**src/rtl/shift_multiplier.sv**
```systemverilog
// Sequential unsigned shift-and-add multiplier with valid/ready on both sides.
// One multiplier bit is consumed per clock; the product is double width and
// appears a fixed 2**DW cycles after the operands are accepted.
module shift_multiplier #(
  parameter int unsigned DW = 4
) (
  input  logic                  clk,
  input  logic                  rst,
  input  logic [2**DW-1:0]      A,
  input  logic [2**DW-1:0]      B,
  input  logic                  in_valid,
  output logic                  in_ready,
  output logic [2*(2**DW)-1:0]  P,
  output logic                  out_valid,
  input  logic                  out_ready
);

  localparam int unsigned W = 2 ** DW;
  localparam logic [DW-1:0] LastCount = DW'(W - 1);

  typedef enum logic [1:0] {StIdle, StRun, StDone} state_e;

  state_e          state_q;
  logic [2*W-1:0]  mcand_q;
  logic [2*W-1:0]  acc_q;
  logic [W-1:0]    mplier_q;
  logic [DW-1:0]   count_q;
  logic            in_ready_q;
  logic            out_valid_q;

  // Control FSM and datapath; handshake outputs are registered alongside state.
  always_ff @(posedge clk) begin
    if (rst) begin
      state_q     <= StIdle;
      mcand_q     <= '0;
      acc_q       <= '0;
      mplier_q    <= '0;
      count_q     <= '0;
      in_ready_q  <= 1'b1;
      out_valid_q <= 1'b0;
    end else begin
      case (state_q)
        StIdle: begin
          if (in_valid) begin
            mcand_q    <= {{W{1'b0}}, A};
            mplier_q   <= B;
            acc_q      <= '0;
            count_q    <= '0;
            in_ready_q <= 1'b0;
            state_q    <= StRun;
          end
        end
        StRun: begin
          if (mplier_q[0]) begin
            acc_q <= acc_q + mcand_q;
          end
          mcand_q  <= mcand_q << 1;
          mplier_q <= mplier_q >> 1;
          count_q  <= count_q + 1'b1;
          // count_q is the index of the iteration happening on this edge.
          if (count_q == LastCount) begin
            out_valid_q <= 1'b1;
            state_q     <= StDone;
          end
        end
        StDone: begin
          if (out_ready) begin
            out_valid_q <= 1'b0;
            in_ready_q  <= 1'b1;
            state_q     <= StIdle;
          end
        end
        default: begin
          state_q     <= StIdle;
          in_ready_q  <= 1'b1;
          out_valid_q <= 1'b0;
        end
      endcase
    end
  end

  // The accumulator is frozen outside RUN, so it can drive P directly.
  assign P         = acc_q;
  assign in_ready  = in_ready_q;
  assign out_valid = out_valid_q;

endmodule

```
**config.mk**
```make
export PLATFORM = sky130hd
export DESIGN_NAME = shift_multiplier
export DESIGN_NICKNAME = d
export VERILOG_FILES = /design/src/rtl/shift_multiplier.sv
export SDC_FILE = /design/constraint.sdc
export NUM_CORES = 1
export LEC_CHECK = 0
export CAP_MARGIN = 20
export CORE_UTILIZATION = 57
export CTS_BUF_LIST = sky130_fd_sc_hd__clkbuf_8
export CTS_CLUSTER_SIZE = 40
export DETAILED_ROUTE_END_ITERATION = 10
export GPL_TIMING_DRIVEN = 0
export PLACE_DENSITY_LB_ADDON = 0.25
export SLEW_MARGIN = 20
export SYNTH_ARGS = -nofsm -noshare
export SYNTH_HDL_FRONTEND = slang
export SYNTH_SLANG_ARGS = --single-unit
```
**constraint.sdc**
```tcl
create_clock -name clk -period 3.18 [get_ports clk]
set_clock_uncertainty 0.1 [all_clocks]
set_input_delay 0.318 -clock clk [delete_from_list [all_inputs] [get_ports clk]]
set_output_delay 0.318 -clock clk [all_outputs]
set_load 0.01 [all_outputs]
```
== Yosys cells after proc, flatten, opt, wreduce, memory -nomap -nowiden ==
Index checks and enable logic that the tools add are counted.
Cells by class
  add/subtract/negate cells: 2
  eq/ne operators: 7
  mux-type cells: 19
  bitwise logic cells: 2
  reduce and logical (&&, ||, !) cells: 7
Operator list (number)
  32-bit one-hot mux with 2 select lines: 2
  32-bit two-way mux: 3
  32-bit adder: 1
  16-bit one-hot mux with 2 select lines: 1
  16-bit two-way mux: 1
  3-bit AND reduction: 4
  2-bit inequality test (second input constant): 4
  4-bit one-hot mux with 2 select lines: 1
  2-bit two-way mux: 3
  1-bit one-hot mux with 3 select lines: 2
  2-bit one-hot mux with 3 select lines: 1
  4-bit by 1-bit adder with 4-bit output (second input constant): 1
  4-bit == test (second input constant): 1
  1-bit two-way mux: 4
  4-bit two-way mux: 1
  2-bit by 1-bit == test with 1-bit output (second input constant): 1
  2-bit == test (second input constant): 1
  2-bit zero test: 1
  1-bit inverter: 2
  2-bit AND reduction: 1
  2-bit nonzero test: 1
Word-level totals
  register bits: 88
  input bits: 36
  output and inout bits: 34
  word-level logic and storage cells: 44

== Logic depth before layout (Yosys ltp) ==
  depth after elaboration: 3
  depth in mapped cells: 12

== Worst setup path after synthesis ==
OpenSTA, ideal clock, no wires.
  kind: register -> register
  from: register acc_q[0] (netlist: P[0])
  to: register acc_q[26] (netlist: P[26])
  library setup time: 117 ps
  arrival: 2762 ps
  data required time: 2963 ps
  slack: 201 ps
  cell stages (with the launch flop): 13
  buffers on the path: 0
  period minus slack after synthesis: 2979 ps
  cells stage by stage: dfxtp_1 > ha_1 > inv_1 > fa_1 > nor2b_4 > o311a_1 > o211a_1 > a41o_2 > a22o_4 > o31ai_4 > a21boi_1 > or3_1 > a32o_1
Between the ends
  longest elaborated chain between the ends: 3
Ends and longest elaborated chain
  start: declaration: line 25  | logic [2*W-1:0] acc_q;
  start signal: assignment: line 55  | acc_q <= acc_q + mcand_q;
  32-bit adder: line 55
  32-bit two-way mux: line 54  | if (mplier_q[0]) begin
  32-bit one-hot mux with 2 select lines: line 42  | case (state_q)
Every way passes these cells. The select of a mux whose other input is x is not followed.
A chain may end at the register's enable or synchronous reset.

== Worst setup path in the final report ==
Ends and elaborated chain as after synthesis.

==> flow_metrics.env <==
export IMPL_syn2layout_area_growth_pct=21.7
export IMPL_synth_top_cell_by_area="dfxtp_1"
export IMPL_synth_avg_cell_area_um2=7.97
export IMPL_final_setup_viol_count=0
export IMPL_track_usage_pct=29.0
export IMPL_finalPower_mw=2.34
export IMPL_critPathArrivalTime_ps=3320
export IMPL_viasPerCell=6.03
export IMPL_grt_start_max_net_pins=17
export IMPL_grt_pass1_wl_mm=20.7
export IMPL_clk_pin_slew_ps=90
export IMPL_placed_area_mm2=0.00583
export IMPL_ir_drop_mv=0.242
export IMPL_clock_path_buffers=2
export IMPL_maxSlewViolCount=0
export IMPL_setup_ws_ps=17.2
export IMPL_gp_congestion=0.920
export IMPL_outcome="finished clean"
export IMPL_antenna_left=0
export IMPL_holdPathStages=2
export IMPL_endpoint_kind="flip-flop"
export IMPL_dr_pass1_iters=5
export IMPL_clkSinkCount=88
export IMPL_vias=4942
export IMPL_n_fill_cell=656
export IMPL_cp_required_ps=3340
export IMPL_ys_async_sr_fraction_pct=0
export IMPL_ys_types=66
export IMPL_dieHeight_um=95.8
export IMPL_fin_crit_ps=3160
export IMPL_synth_edf_count=0
export IMPL_rows=33
export IMPL_die_w_um=95.8
export IMPL_synthDominantCellAreaShare_pct=35.2
export IMPL_hp_class="reg2reg"
export IMPL_dp_cells=803
export IMPL_startpoint_type="flip-flop"
export IMPL_htreeDepth=3
export IMPL_r2r_cells=12
export IMPL_drt_wl_total_mm=12.8
export IMPL_tightestPinTransition_ps=894
export IMPL_hold_worst_slack_ps=379
export IMPL_rsz0062_at_grt="yes"
export IMPL_worst_path_stages=12
export IMPL_critPathMaxStageDelay_ps=340
export IMPL_die_area_mm2=0.00917
export IMPL_ys_seq_area_share_pct=35.2
export IMPL_criticalPathCategory="reg2reg"
export IMPL_coreArea_mm2=0.00838
export IMPL_dp_hpwl_mm=9.44
export IMPL_dp_slack_ps=13.1
export IMPL_port_buffers=69
export IMPL_synth_nets=698
export IMPL_synth_seq_cells=88
export IMPL_drt_iter0_markers=398
export IMPL_hold_violations=0
export IMPL_cp_num_buf_inv=1
export IMPL_cts_buffers_inserted=9
export IMPL_holdBufCountCts=0
export IMPL_finalSetupTns_ps=0
export IMPL_cts_tree="done"
export IMPL_p_leak_nw=2.40
export IMPL_final_area_mm2=0.00610
export IMPL_power_density_mw_per_mm2=383
export IMPL_netlist_top_cells_area="dfxtp_1 (35%), ha_1 (8.0%), nand2_1 (6.9%)"
export IMPL_io_pins=70
export IMPL_syn_cell_area_mm2=0.00501
export IMPL_fin_util_pct=72.8
export IMPL_drc=0
export IMPL_max_freq_mhz=316
export IMPL_antenna_cells=0
export IMPL_cts_root_buf="clkbuf_8"
export IMPL_initial_core_util_pct=59.8
export IMPL_syn_inst=629
export IMPL_max_cap_violations=0
export IMPL_worst_path_max_fanout=4
export IMPL_drive_gt1_share_pct=6.99
export IMPL_critPathTopFamily="compound AO/OA/AOI/OAI gates"
export IMPL_grt_overflow_total=0
export IMPL_critPathSlowestCell="dfxtp_2"
export IMPL_grt_pass1_vias=4413
export IMPL_timing_slew_headroom_pct=40.0
export IMPL_fin_cells=820
export IMPL_post_route_period_util_pct=99.5
export IMPL_antenna_found_initial=0
export IMPL_synth_main_ff_cell="dfxtp_1"
export IMPL_nets=779
export IMPL_cp_cell_sequence="ha_2 -> inv_2 -> fa_2 -> nor2b_4 -> o311a_4 -> o211a_1 -> a41o_2 -> a22o_4 -> o31ai_4 -> a21boi_2 -> or3_1 -> a32o_1"
export IMPL_synth_warnings=0
export IMPL_clk_latency_ps=360
export IMPL_post_drt_wl_per_cell_um=15.6
==> power by group <==
group	switching, mW	internal, mW
combinational	0.181	0.124
clock	0.449	0.398
sequential	0.0386	1.14
==> worst paths after layout <==
| check | startpoint | to | slack [ps] |
|---|---|---|---|
| setup reg to reg | P[0] | P[26] | 20 |
| hold reg to reg | P[31] | P[31] | 380 |
| hold / removal | P[31] | P[31] | 380 |
| setup / recovery | P[0] | P[26] | 20 |
==> per-layer routing <==
layer  GRT usage (%)  vias up  wire length [um]
met5               0        -                 0
met4            9.70        0               219
met3            4.03       24               871
met2            45.4      187              5790
met1            41.0     2298              5920
li1                -     2433                 -
==> cell usage after synthesis (all sizes together), types with 13 or more instances <==
master	instances
nand3	26
o21ai	19
nand2	92
a21o	13
ha	32
inv	20
a21oi	56
dfxtp	88
clkbuf	35
a311oi	31
nor2	80
xnor2	20
==> sequential cells by signal, summed over array words and instances (netlist names) <==
register   count
P             32
state_q        2
out_valid      1
count_q        4
mplier_q      16
in_ready       1
mcand_q       32
==> area by class of cell <==
type / count / area, um2 / area share, %
sequential: 88 / 1770 / 29.0
buffer: 40 / 151 / 2.48
clock inverter: 6 / 75.1 / 1.23
inverter: 20 / 75.1 / 1.23
clock buffer: 10 / 138 / 2.26
timing repair buffer: 71 / 706 / 11.6
tap: 105 / 131 / 2.15
multi-input combinational: 480 / 3050 / 50.0
==> cells by family (layout without fill, tap and decap cells) <==
kind of cell	count (synthesis)	after routing	synth area share, %
AO/OA/AOI/OAI	187	187	27.0
XOR/XNOR	24	24	4.19
adder cells (fa/ha/maj)	33	33	8.39
buffers and inverters	61	147	4.59
flip-flops	88	88	35.2
AND/OR/NAND/NOR	236	236	20.6
==> worst register-to-register path: stages, from the launching register on <==
cell      delay [ps]
dfxtp_2          340
ha_2             190
inv_2             60
fa_2             220
nor2b_4           50
o311a_4          320
o211a_1          230
a41o_2           310
a22o_4           280
o31ai_4          290
a21boi_2          90
or3_1            310
a32o_1           250
==> cells in the final DEF (no fill, tap or decap), types with 5 or more instances in the layout <==
cell	count
nor2_1	80
nand3_1	26
o21ai_0	17
a311oi_1	30
nand2_1	92
dfxtp_2	8
xnor2_1	20
buf_1	5
a22oi_1	12
dfxtp_1	80
a22o_1	11
inv_1	19
clkbuf_8	10
a21o_1	12
nand4_1	5
clkbuf_1	34
a21oi_1	55
ha_1	30
clkdlybuf4s50_1	69
==> timing repair <==
action / 4_1_cts / 5_1_grt
setup endpoints to repair: 1 / 4
buffers inserted: 0 / 2
gates resized for setup: 1 / 17
pin swaps: 0 / 4
Power figures use the tool's default switching activity.
